==> src/rtl/core_pkg.sv <==
// Shared pipeline-control types: forwarding select encoding and the per-stage register tag record.
package core_pkg;

  // Tags hold register indices zero-extended to TAG_AW, so one struct serves any index width up to 8.
  localparam int TAG_AW = 8;

  typedef enum logic [1:0] {
    FWD_RF  = 2'b00,
    FWD_WB  = 2'b01,
    FWD_MEM = 2'b10
  } fwd_sel_t;

  typedef struct packed {
    logic              valid;
    logic [TAG_AW-1:0] rd;
    logic              reg_write;
    logic              mem_read;
    logic [TAG_AW-1:0] rs1;
    logic [TAG_AW-1:0] rs2;
  } stage_tag_t;

  // x0 is hardwired to zero, so it never produces a hazard or a forward.
  function automatic logic tag_hit(input stage_tag_t t, input logic [TAG_AW-1:0] r);
    return t.valid && t.reg_write && (t.rd == r) && (r != '0);
  endfunction

endpackage

==> src/rtl/sat_counter.sv <==
// Performance counter that increments on inc_i and sticks at all-ones instead of wrapping.
module sat_counter #(
  parameter int CNT_WIDTH = 32
) (
  input  logic                 clk_i,
  input  logic                 rst_i,
  input  logic                 inc_i,
  output logic [CNT_WIDTH-1:0] count_o
);

  function automatic logic [CNT_WIDTH-1:0] sat_inc(input logic [CNT_WIDTH-1:0] v);
    return (&v) ? v : v + CNT_WIDTH'(1);
  endfunction

  always_ff @(posedge clk_i) begin
    if (rst_i)      count_o <= '0;
    else if (inc_i) count_o <= sat_inc(count_o);
  end

endmodule

==> src/rtl/pipe_hazard_ctrl.sv <==
// Hazard and forwarding control for the 5-stage core: tracks EX/MEM/WB register tags and
// drives PC / IF-ID enables, flush, ID-EX bubble, ALU operand selects and perf counters.
module pipe_hazard_ctrl
  import core_pkg::*;
#(
  parameter int ADDR_WIDTH = 5,
  parameter int CNT_WIDTH  = 32,
  parameter int FWD_EN     = 1
) (
  input  logic                  clk_i,
  input  logic                  rst_i,
  input  logic                  id_valid_i,
  input  logic [ADDR_WIDTH-1:0] id_rs1_i,
  input  logic [ADDR_WIDTH-1:0] id_rs2_i,
  input  logic                  id_uses_rs1_i,
  input  logic                  id_uses_rs2_i,
  input  logic [ADDR_WIDTH-1:0] id_rd_i,
  input  logic                  id_reg_write_i,
  input  logic                  id_mem_read_i,
  input  logic                  ex_redirect_i,
  input  logic                  mem_ready_i,
  output logic                  pc_en_o,
  output logic                  if_id_en_o,
  output logic                  if_id_flush_o,
  output logic                  id_ex_bubble_o,
  output logic                  ex_valid_o,
  output logic                  mem_valid_o,
  output logic                  wb_valid_o,
  output logic [1:0]            fwd_a_o,
  output logic [1:0]            fwd_b_o,
  output logic [CNT_WIDTH-1:0]  retired_o,
  output logic [CNT_WIDTH-1:0]  stall_cnt_o,
  output logic [CNT_WIDTH-1:0]  flush_cnt_o
);

  stage_tag_t id_tag;
  stage_tag_t ex_p0, mem_p1, wb_p2;
  logic       adv;
  logic       ex_use, mem_use, wb_use;
  logic       load_use, raw, hz;
  fwd_sel_t   fwd_a, fwd_b;
  logic       unused_wb_fields;

  // MEM wins over WB because it holds the younger write; a load in MEM has no data yet.
  function automatic fwd_sel_t fwd_sel(input stage_tag_t m, input stage_tag_t w,
                                       input logic [TAG_AW-1:0] r);
    if (tag_hit(m, r) && !m.mem_read) return FWD_MEM;
    if (tag_hit(w, r))                return FWD_WB;
    return FWD_RF;
  endfunction

  function automatic logic src_hit(input stage_tag_t t, input stage_tag_t id,
                                   input logic u1, input logic u2);
    return (u1 && tag_hit(t, id.rs1)) || (u2 && tag_hit(t, id.rs2));
  endfunction

  assign adv = mem_ready_i;

  always_comb begin
    id_tag           = '0;
    id_tag.valid     = id_valid_i;
    id_tag.rd        = TAG_AW'(id_rd_i);
    id_tag.reg_write = id_reg_write_i;
    id_tag.mem_read  = id_mem_read_i;
    id_tag.rs1       = TAG_AW'(id_rs1_i);
    id_tag.rs2       = TAG_AW'(id_rs2_i);
  end

  assign ex_use   = src_hit(ex_p0,  id_tag, id_uses_rs1_i, id_uses_rs2_i);
  assign mem_use  = src_hit(mem_p1, id_tag, id_uses_rs1_i, id_uses_rs2_i);
  assign wb_use   = src_hit(wb_p2,  id_tag, id_uses_rs1_i, id_uses_rs2_i);
  assign load_use = id_valid_i && ex_use && ex_p0.mem_read;
  assign raw      = id_valid_i && (ex_use || mem_use || wb_use);
  assign hz       = (FWD_EN != 0) ? load_use : raw;

  always_comb begin
    pc_en_o        = 1'b0;
    if_id_en_o     = 1'b0;
    if_id_flush_o  = 1'b0;
    id_ex_bubble_o = 1'b0;
    if (rst_i) begin
      if_id_flush_o  = 1'b1;
      id_ex_bubble_o = 1'b1;
    end else if (!adv) begin
      pc_en_o = 1'b0;
    end else if (ex_redirect_i) begin
      pc_en_o        = 1'b1;
      if_id_en_o     = 1'b1;
      if_id_flush_o  = 1'b1;
      id_ex_bubble_o = 1'b1;
    end else if (hz) begin
      id_ex_bubble_o = 1'b1;
    end else begin
      pc_en_o    = 1'b1;
      if_id_en_o = 1'b1;
    end
  end

  // ID -> EX (p0) -> MEM (p1) -> WB (p2); only the valid bits are reset.
  always_ff @(posedge clk_i) begin
    if (adv) begin
      ex_p0       <= id_tag;
      ex_p0.valid <= id_valid_i && !hz && !ex_redirect_i;
      mem_p1      <= ex_p0;
      wb_p2       <= mem_p1;
    end
    if (rst_i) begin
      ex_p0.valid  <= 1'b0;
      mem_p1.valid <= 1'b0;
      wb_p2.valid  <= 1'b0;
    end
  end

  assign unused_wb_fields = ^{wb_p2.mem_read, wb_p2.rs1, wb_p2.rs2};

  always_comb begin
    fwd_a = FWD_RF;
    fwd_b = FWD_RF;
    if (!rst_i && (FWD_EN != 0) && ex_p0.valid) begin
      fwd_a = fwd_sel(mem_p1, wb_p2, ex_p0.rs1);
      fwd_b = fwd_sel(mem_p1, wb_p2, ex_p0.rs2);
    end
  end

  assign fwd_a_o     = fwd_a;
  assign fwd_b_o     = fwd_b;
  assign ex_valid_o  = ex_p0.valid;
  assign mem_valid_o = mem_p1.valid;
  assign wb_valid_o  = wb_p2.valid;

  sat_counter #(.CNT_WIDTH(CNT_WIDTH)) u_retired (
    .clk_i   (clk_i),
    .rst_i   (rst_i),
    .inc_i   (adv && wb_p2.valid),
    .count_o (retired_o)
  );

  sat_counter #(.CNT_WIDTH(CNT_WIDTH)) u_stall (
    .clk_i   (clk_i),
    .rst_i   (rst_i),
    .inc_i   ((!adv || hz) && !ex_redirect_i),
    .count_o (stall_cnt_o)
  );

  sat_counter #(.CNT_WIDTH(CNT_WIDTH)) u_flush (
    .clk_i   (clk_i),
    .rst_i   (rst_i),
    .inc_i   (adv && ex_redirect_i),
    .count_o (flush_cnt_o)
  );

endmodule
==> config.mk <==
export PLATFORM = sky130hd
export DESIGN_NAME = pipe_hazard_ctrl
export DESIGN_NICKNAME = d
export VERILOG_FILES = /design/src/rtl/core_pkg.sv /design/src/rtl/sat_counter.sv /design/src/rtl/pipe_hazard_ctrl.sv
export SDC_FILE = /design/constraint.sdc
export NUM_CORES = 1
export LEC_CHECK = 0
export ABC_CLOCK_PERIOD_IN_PS = 4600
export BUFFER_PORTS_ARGS = -buffer_cell sky130_fd_sc_hd__buf_2
export CELL_PAD_IN_SITES_DETAIL_PLACEMENT = 1
export CELL_PAD_IN_SITES_GLOBAL_PLACEMENT = 1
export CORE_MARGIN = 2
export CORE_UTILIZATION = 45
export CTS_CLUSTER_SIZE = 25
export DETAILED_ROUTE_END_ITERATION = 10
export GPL_ROUTABILITY_DRIVEN = 0
export PLACE_DENSITY_LB_ADDON = 0.3
export SYNTH_ARGS = -nofsm -noshare
export SYNTH_HDL_FRONTEND = slang
export SYNTH_SLANG_ARGS = --single-unit
==> constraint.sdc <==
create_clock -name clk_i -period 4.6 [get_ports clk_i]
set_input_delay 0.92 -clock clk_i [delete_from_list [all_inputs] [get_ports clk_i]]
set_output_delay 0.92 -clock clk_i [all_outputs]
set_load 0.03 [all_outputs]
* Yosys cells after proc, flatten, opt, wreduce, memory -nomap -nowiden
Cells that the tools add are included.
** Storage, ports and cells
- Register bits after elaboration :: 129
- Input bits :: 24
- Logic and storage cells :: 103
** Cells by class
- Add/subtract/negate cells :: 3
- Equal/unequal tests :: 6
- Muxes and demuxes :: 31
- Bitwise logic cells :: 3
- Reduce and logical (&&, ||, !) cells :: 44
** Operators by type and width (number)
- 32-bit by 1-bit adder with 32-bit output (second input constant) :: 3
- 32-bit AND reduction :: 3
- 8-bit nonzero test :: 4
- 5-bit equality test :: 6
- 1-bit logical AND :: 27
- 1-bit 2-to-1 mux :: 21
- 2-bit 2-to-1 mux :: 10
- 2-bit AND reduction :: 3
- 1-bit logical NOT :: 5
- 1-bit inverter :: 3
- 1-bit logical OR :: 2

* Depth between registers and ports, before layout
- Word-level depth :: 11
- Depth in mapped cells :: 10
- Depth with buffers taken out :: 7

* Cells and area by module
Synthesis repeated with hierarchy kept, for this count alone.
** Second synthesis, totals
- Cells, all modules :: 688
- Area total of the unflattened synthesis :: 6690.2 µm²
** Modules (own cells, without submodules)
- sat_counter :: instances 3, cells an instance 191, area each 1721.7 µm²
- pipe_hazard_ctrl :: instances 1, cells an instance 115, area each 1525.2 µm²

* Least setup slack after synthesis
No wires, ideal clock.
- Kind :: input -> output
- Start :: input port id_rs2_i[0]
- End :: output port pc_en_o
- Arrival time :: 2.803 ns
- Required time :: 3.680 ns
- Setup slack :: 0.877 ns
- Stages on the path :: 9
- Path buffers :: 4
- Cells stage by stage :: o41ai_1 a2111oi_1 and3b_1 buf_6 buf_2 buf_2 nor2_1 nor2_1 buf_4
** On the way
- Word-level cells in the longest chain between the ends :: 11
** Ends and longest elaborated chain
- start: declaration :: line pipe_hazard_ctrl.sv:14 : input logic [ADDR_WIDTH-1:0] id_rs2_i,
- 5-bit equality test :: line core_pkg.sv:24 : return t.valid && t.reg_write && (t.rd == r) && (r != '0);
- 1-bit logical AND :: line core_pkg.sv:24
- 1-bit logical AND * :: line core_pkg.sv:24
- 1-bit logical AND * :: line pipe_hazard_ctrl.sv:54 : return (u1 && tag_hit(t, id.rs1)) || (u2 && tag_hit(t, id.rs2));
- 1-bit logical OR * :: line pipe_hazard_ctrl.sv:54
- 1-bit logical AND * (2 in series) :: line pipe_hazard_ctrl.sv:72 : assign load_use = id_valid_i && ex_use && ex_p0.mem_read;
- 1-bit 2-to-1 mux * (4 in series)
- end: declaration :: line pipe_hazard_ctrl.sv:22 : output logic pc_en_o,
Every way passes the cells marked *; elsewhere a longest branch is shown, timed or not.

* Worst setup path after layout
- Start :: input port id_rs2_i[2]
- End :: output port pc_en_o
** On the way
- Word-level cells in the longest chain between the ends :: 11
** Ends and longest elaborated chain
- 5-bit equality test :: line core_pkg.sv:24
- 1-bit logical AND :: line core_pkg.sv:24
- 1-bit logical AND * :: line core_pkg.sv:24
- 1-bit logical AND * :: line pipe_hazard_ctrl.sv:54
- 1-bit logical OR * :: line pipe_hazard_ctrl.sv:54
- 1-bit logical AND * (2 in series) :: line pipe_hazard_ctrl.sv:72
- 1-bit 2-to-1 mux * :: line pipe_hazard_ctrl.sv:91 : end else if (hz) begin
- 1-bit 2-to-1 mux * :: line pipe_hazard_ctrl.sv:86 : end else if (ex_redirect_i) begin
- 1-bit 2-to-1 mux * :: line pipe_hazard_ctrl.sv:84 : end else if (!adv) begin
- 1-bit 2-to-1 mux * :: line pipe_hazard_ctrl.sv:81 : if (rst_i) begin
Marked as above.

==> run metrics <==
DRT iter0 DRCs=306; CP Buf/Inv Count=2; Critical Path Source Type=input port; Slew HR=0.558; reg2reg start=ex_valid_o; Die W=123 um; post-synthesis cell count=689; CP max FO=3; sequential area share after synthesis=0.449; row cnt=43; Reg2Reg Setup Slack=1.90 ns; TritonCTS clock tree=yes; hold depth=0; total iterations of the first detailed-routing run=4; Distinct cells, synth=56; WL/cell=17.8 um; Placement Cell Area=0.00718 mm2; cell area after synthesis=0.00642 mm2; TritonCTS sink count=129; Routed Wire Length=17.8 mm; Worst Clk Skew=0.00736 ns; CTS Buffer Depth=2; largest net degree at the start of global routing=66; initial antenna violation count=0; PwrDens=353 mW/mm2; Crit Path Class=in -> out; Setup violations, final=0; maxcap violations=0; Synth-to-Final Area Change=21.4%; Slew Viols, Final=0; Critical Path, Cell by Cell=buf_2 -> xnor2_1 -> nand4_1 -> a2111oi_1 -> and3b_1 -> nor2_1 -> nor2_1 -> buf_2; TritonCTS Buffers=17; Setup TNS=0 ns; Root Buffer=clkbuf_16; min-delay src=ex_p0[16]; Yosys warning count=0; post-route design area=0.00780 mm2; clock insertion delay at the later pin of the skew report=0.42 ns; Tot GR Track Use=0.238; Post-synth EDFFs=30; clock period minus final worst setup slack=3.39 ns; kind of cell adding the most delay to the critical path=simple AND/OR/NAND/NOR gates; first-pass GRT wire length=28.3 mm; Die Area=0.0152 mm2; Core Footprint=0.0139 mm2; ys async rst share=0; Port Buffer Count=130; initial core utilization=0.461; total power draw=2.75 mW; Diodes inserted=0; Worst Reg2Reg Path Length in Cells=7; Worst R2R End=u_stall.count_o[27]; GRT overflow=0; htree depth=4; DRC Markers=0; vias per cell=5.65; required time of the critical path=3.68 ns; Post-synth top flop=dfxtp_1; # Post-CTS Setup Buffers=0; vias in the first global route=5677; syn_area_per_cell=9.32 um2; FF+latch count, synth=129; Net Count, Synth=716; Hold Path End=mem_p1[16]; CTS resizes=0; DP Wirelength=12.5 mm; Pleak=3.13 nW; Hold Path Class=reg -> reg; slowest stage cell, crit path=a2111oi_1; # IOs=131; worst path arrival time=2.47 ns; status=finished, final reports clean; final hold violations=0; DR vias=5663; Final nets=836; clock-pin slew on the worst setup and hold paths=0.05 ns; Crit. End Element=output port; Final Core Density=0.560; Slew @ Worst Pin=0.663 ns; Detail Route Antenna Nets=0; unrepaired setup endpoints after global routing=false; Die H=123 um; fin crit share=0.737; fillers=1612; largest stage delay on the critical path=0.38 ns; ratio of cells with drive above 1 in the final layout=0.229; Post-CTS Hold Fix Bufs=0; f_max=295 MHz; Peak supply drop=232 uV
==> logic make-up after synthesis <==
kind of cell	count (synthesis)	share of synthesized area
simple gates	357	0.310
flops	129	0.449
xor+xnor	83	0.113
buf+inv	46	0.0337
compound gates	45	0.0437
mux	26	0.0448
fa+ha+maj	3	0.00585
==> flip-flops by register name, indices dropped and copies added, names as in the netlist <==
register           count
u_flush.count_o       32
wb_valid_o             1
ex_valid_o             1
u_retired.count_o     32
u_stall.count_o       32
mem_valid_o            1
wb_p2                  6
mem_p1                 7
ex_p0                 17
==> through the flow <==
stage	cells	hold slack (ns)	worst slack, ns
finish	1002	0.471	1.21
global placement	970	0.444	1.31
floorplan	689	0.418	0.877
CTS	1002	0.477	1.19
detailed placement	970	0.466	1.27
global route	1002	0.492	1.07
==> final cells by class <==
type	count	area, um2	area share
Tap cell	180	225	0.0289
Clock buffer	18	429	0.0550
Multi-Input combinational cell	514	3330	0.427
Clock inverter	14	190	0.0244
Inverter	11	41.3	0.00530
Timing Repair Buffer	136	698	0.0895
Sequential cell	129	2880	0.370
==> layer usage <==
layer / share of wire / track usage
met3: 0.038 / 0.0521
met5: 0 / 0
met2: 0.52 / 0.423
met1: 0.43 / 0.283
met4: 0.016 / 0.0788
==> layout by cell type, fill, tap and decap left out, types with 4 or more instances in the layout <==
master | synthesis | final
and4_1 | 15 | 15
dfxtp_1 | 99 | 99
nand4b_1 | 5 | 5
nand3b_1 | 4 | 4
and3_1 | 15 | 15
a21oi_1 | 16 | 16
or3_1 | 11 | 11
nand2_1 | 29 | 29
o31ai_1 | 5 | 5
nor3_1 | 14 | 14
nor2_1 | 93 | 93
nand3_1 | 44 | 44
nand2b_1 | 4 | 4
buf_4 | 3 | 7
nor2b_1 | 24 | 24
xnor2_1 | 43 | 43
inv_1 | 11 | 11
mux2_2 | 12 | 12
xor2_1 | 40 | 40
nor4_1 | 26 | 26
nand4_1 | 38 | 38
or4_1 | 9 | 9
clkinv_4 | 0 | 5
o21ai_0 | 13 | 13
edfxtp_1 | 30 | 30
mux2i_1 | 4 | 4
bufinv_16 | 0 | 4
buf_2 | 7 | 129
and2_1 | 7 | 7
clkbuf_16 | 0 | 17
mux2_1 | 10 | 10
==> worst max-delay path by stage <==
stage,start,end,cells after the start
global route,id_rs2_i[2],if_id_en_o,8
detailed placement,mem_ready_i,u_retired.count_o[26],8
CTS,id_rs2_i[2],pc_en_o,8
global placement,id_rs2_i[0],pc_en_o,7
floorplan,id_rs2_i[0],pc_en_o,9
finish,id_rs2_i[2],pc_en_o,8
==> synth_stat cells (5+ instances only) <==
cell type	count	share of area
clkbuf_1	19	0.011
nor2b_1	24	0.023
and3_1	15	0.015
nand4b_1	5	0.0068
nor2_1	93	0.054
nor3_1	14	0.011
buf_2	7	0.0055
xnor2_1	43	0.059
and2_1	7	0.0068
nor4_1	26	0.025
o31ai_1	5	0.0058
o21ai_0	13	0.010
inv_1	11	0.0064
or4_1	9	0.011
nand2_1	29	0.017
mux2_1	10	0.018
dfxtp_1	99	0.31
and4_1	15	0.020
a21oi_1	16	0.012
mux2_2	12	0.021
edfxtp_1	30	0.14
or3_1	11	0.011
nand3_1	44	0.034
nand4_1	38	0.037
xor2_1	40	0.055
==> report_power, final <==
group          total (mW)  internal [mW]  switching [mW]
registers            1.21           1.19          0.0259
logic               0.122         0.0446          0.0771
clock network        1.42          0.905           0.512
No activity file was read; power rests on OpenSTA's default activity.
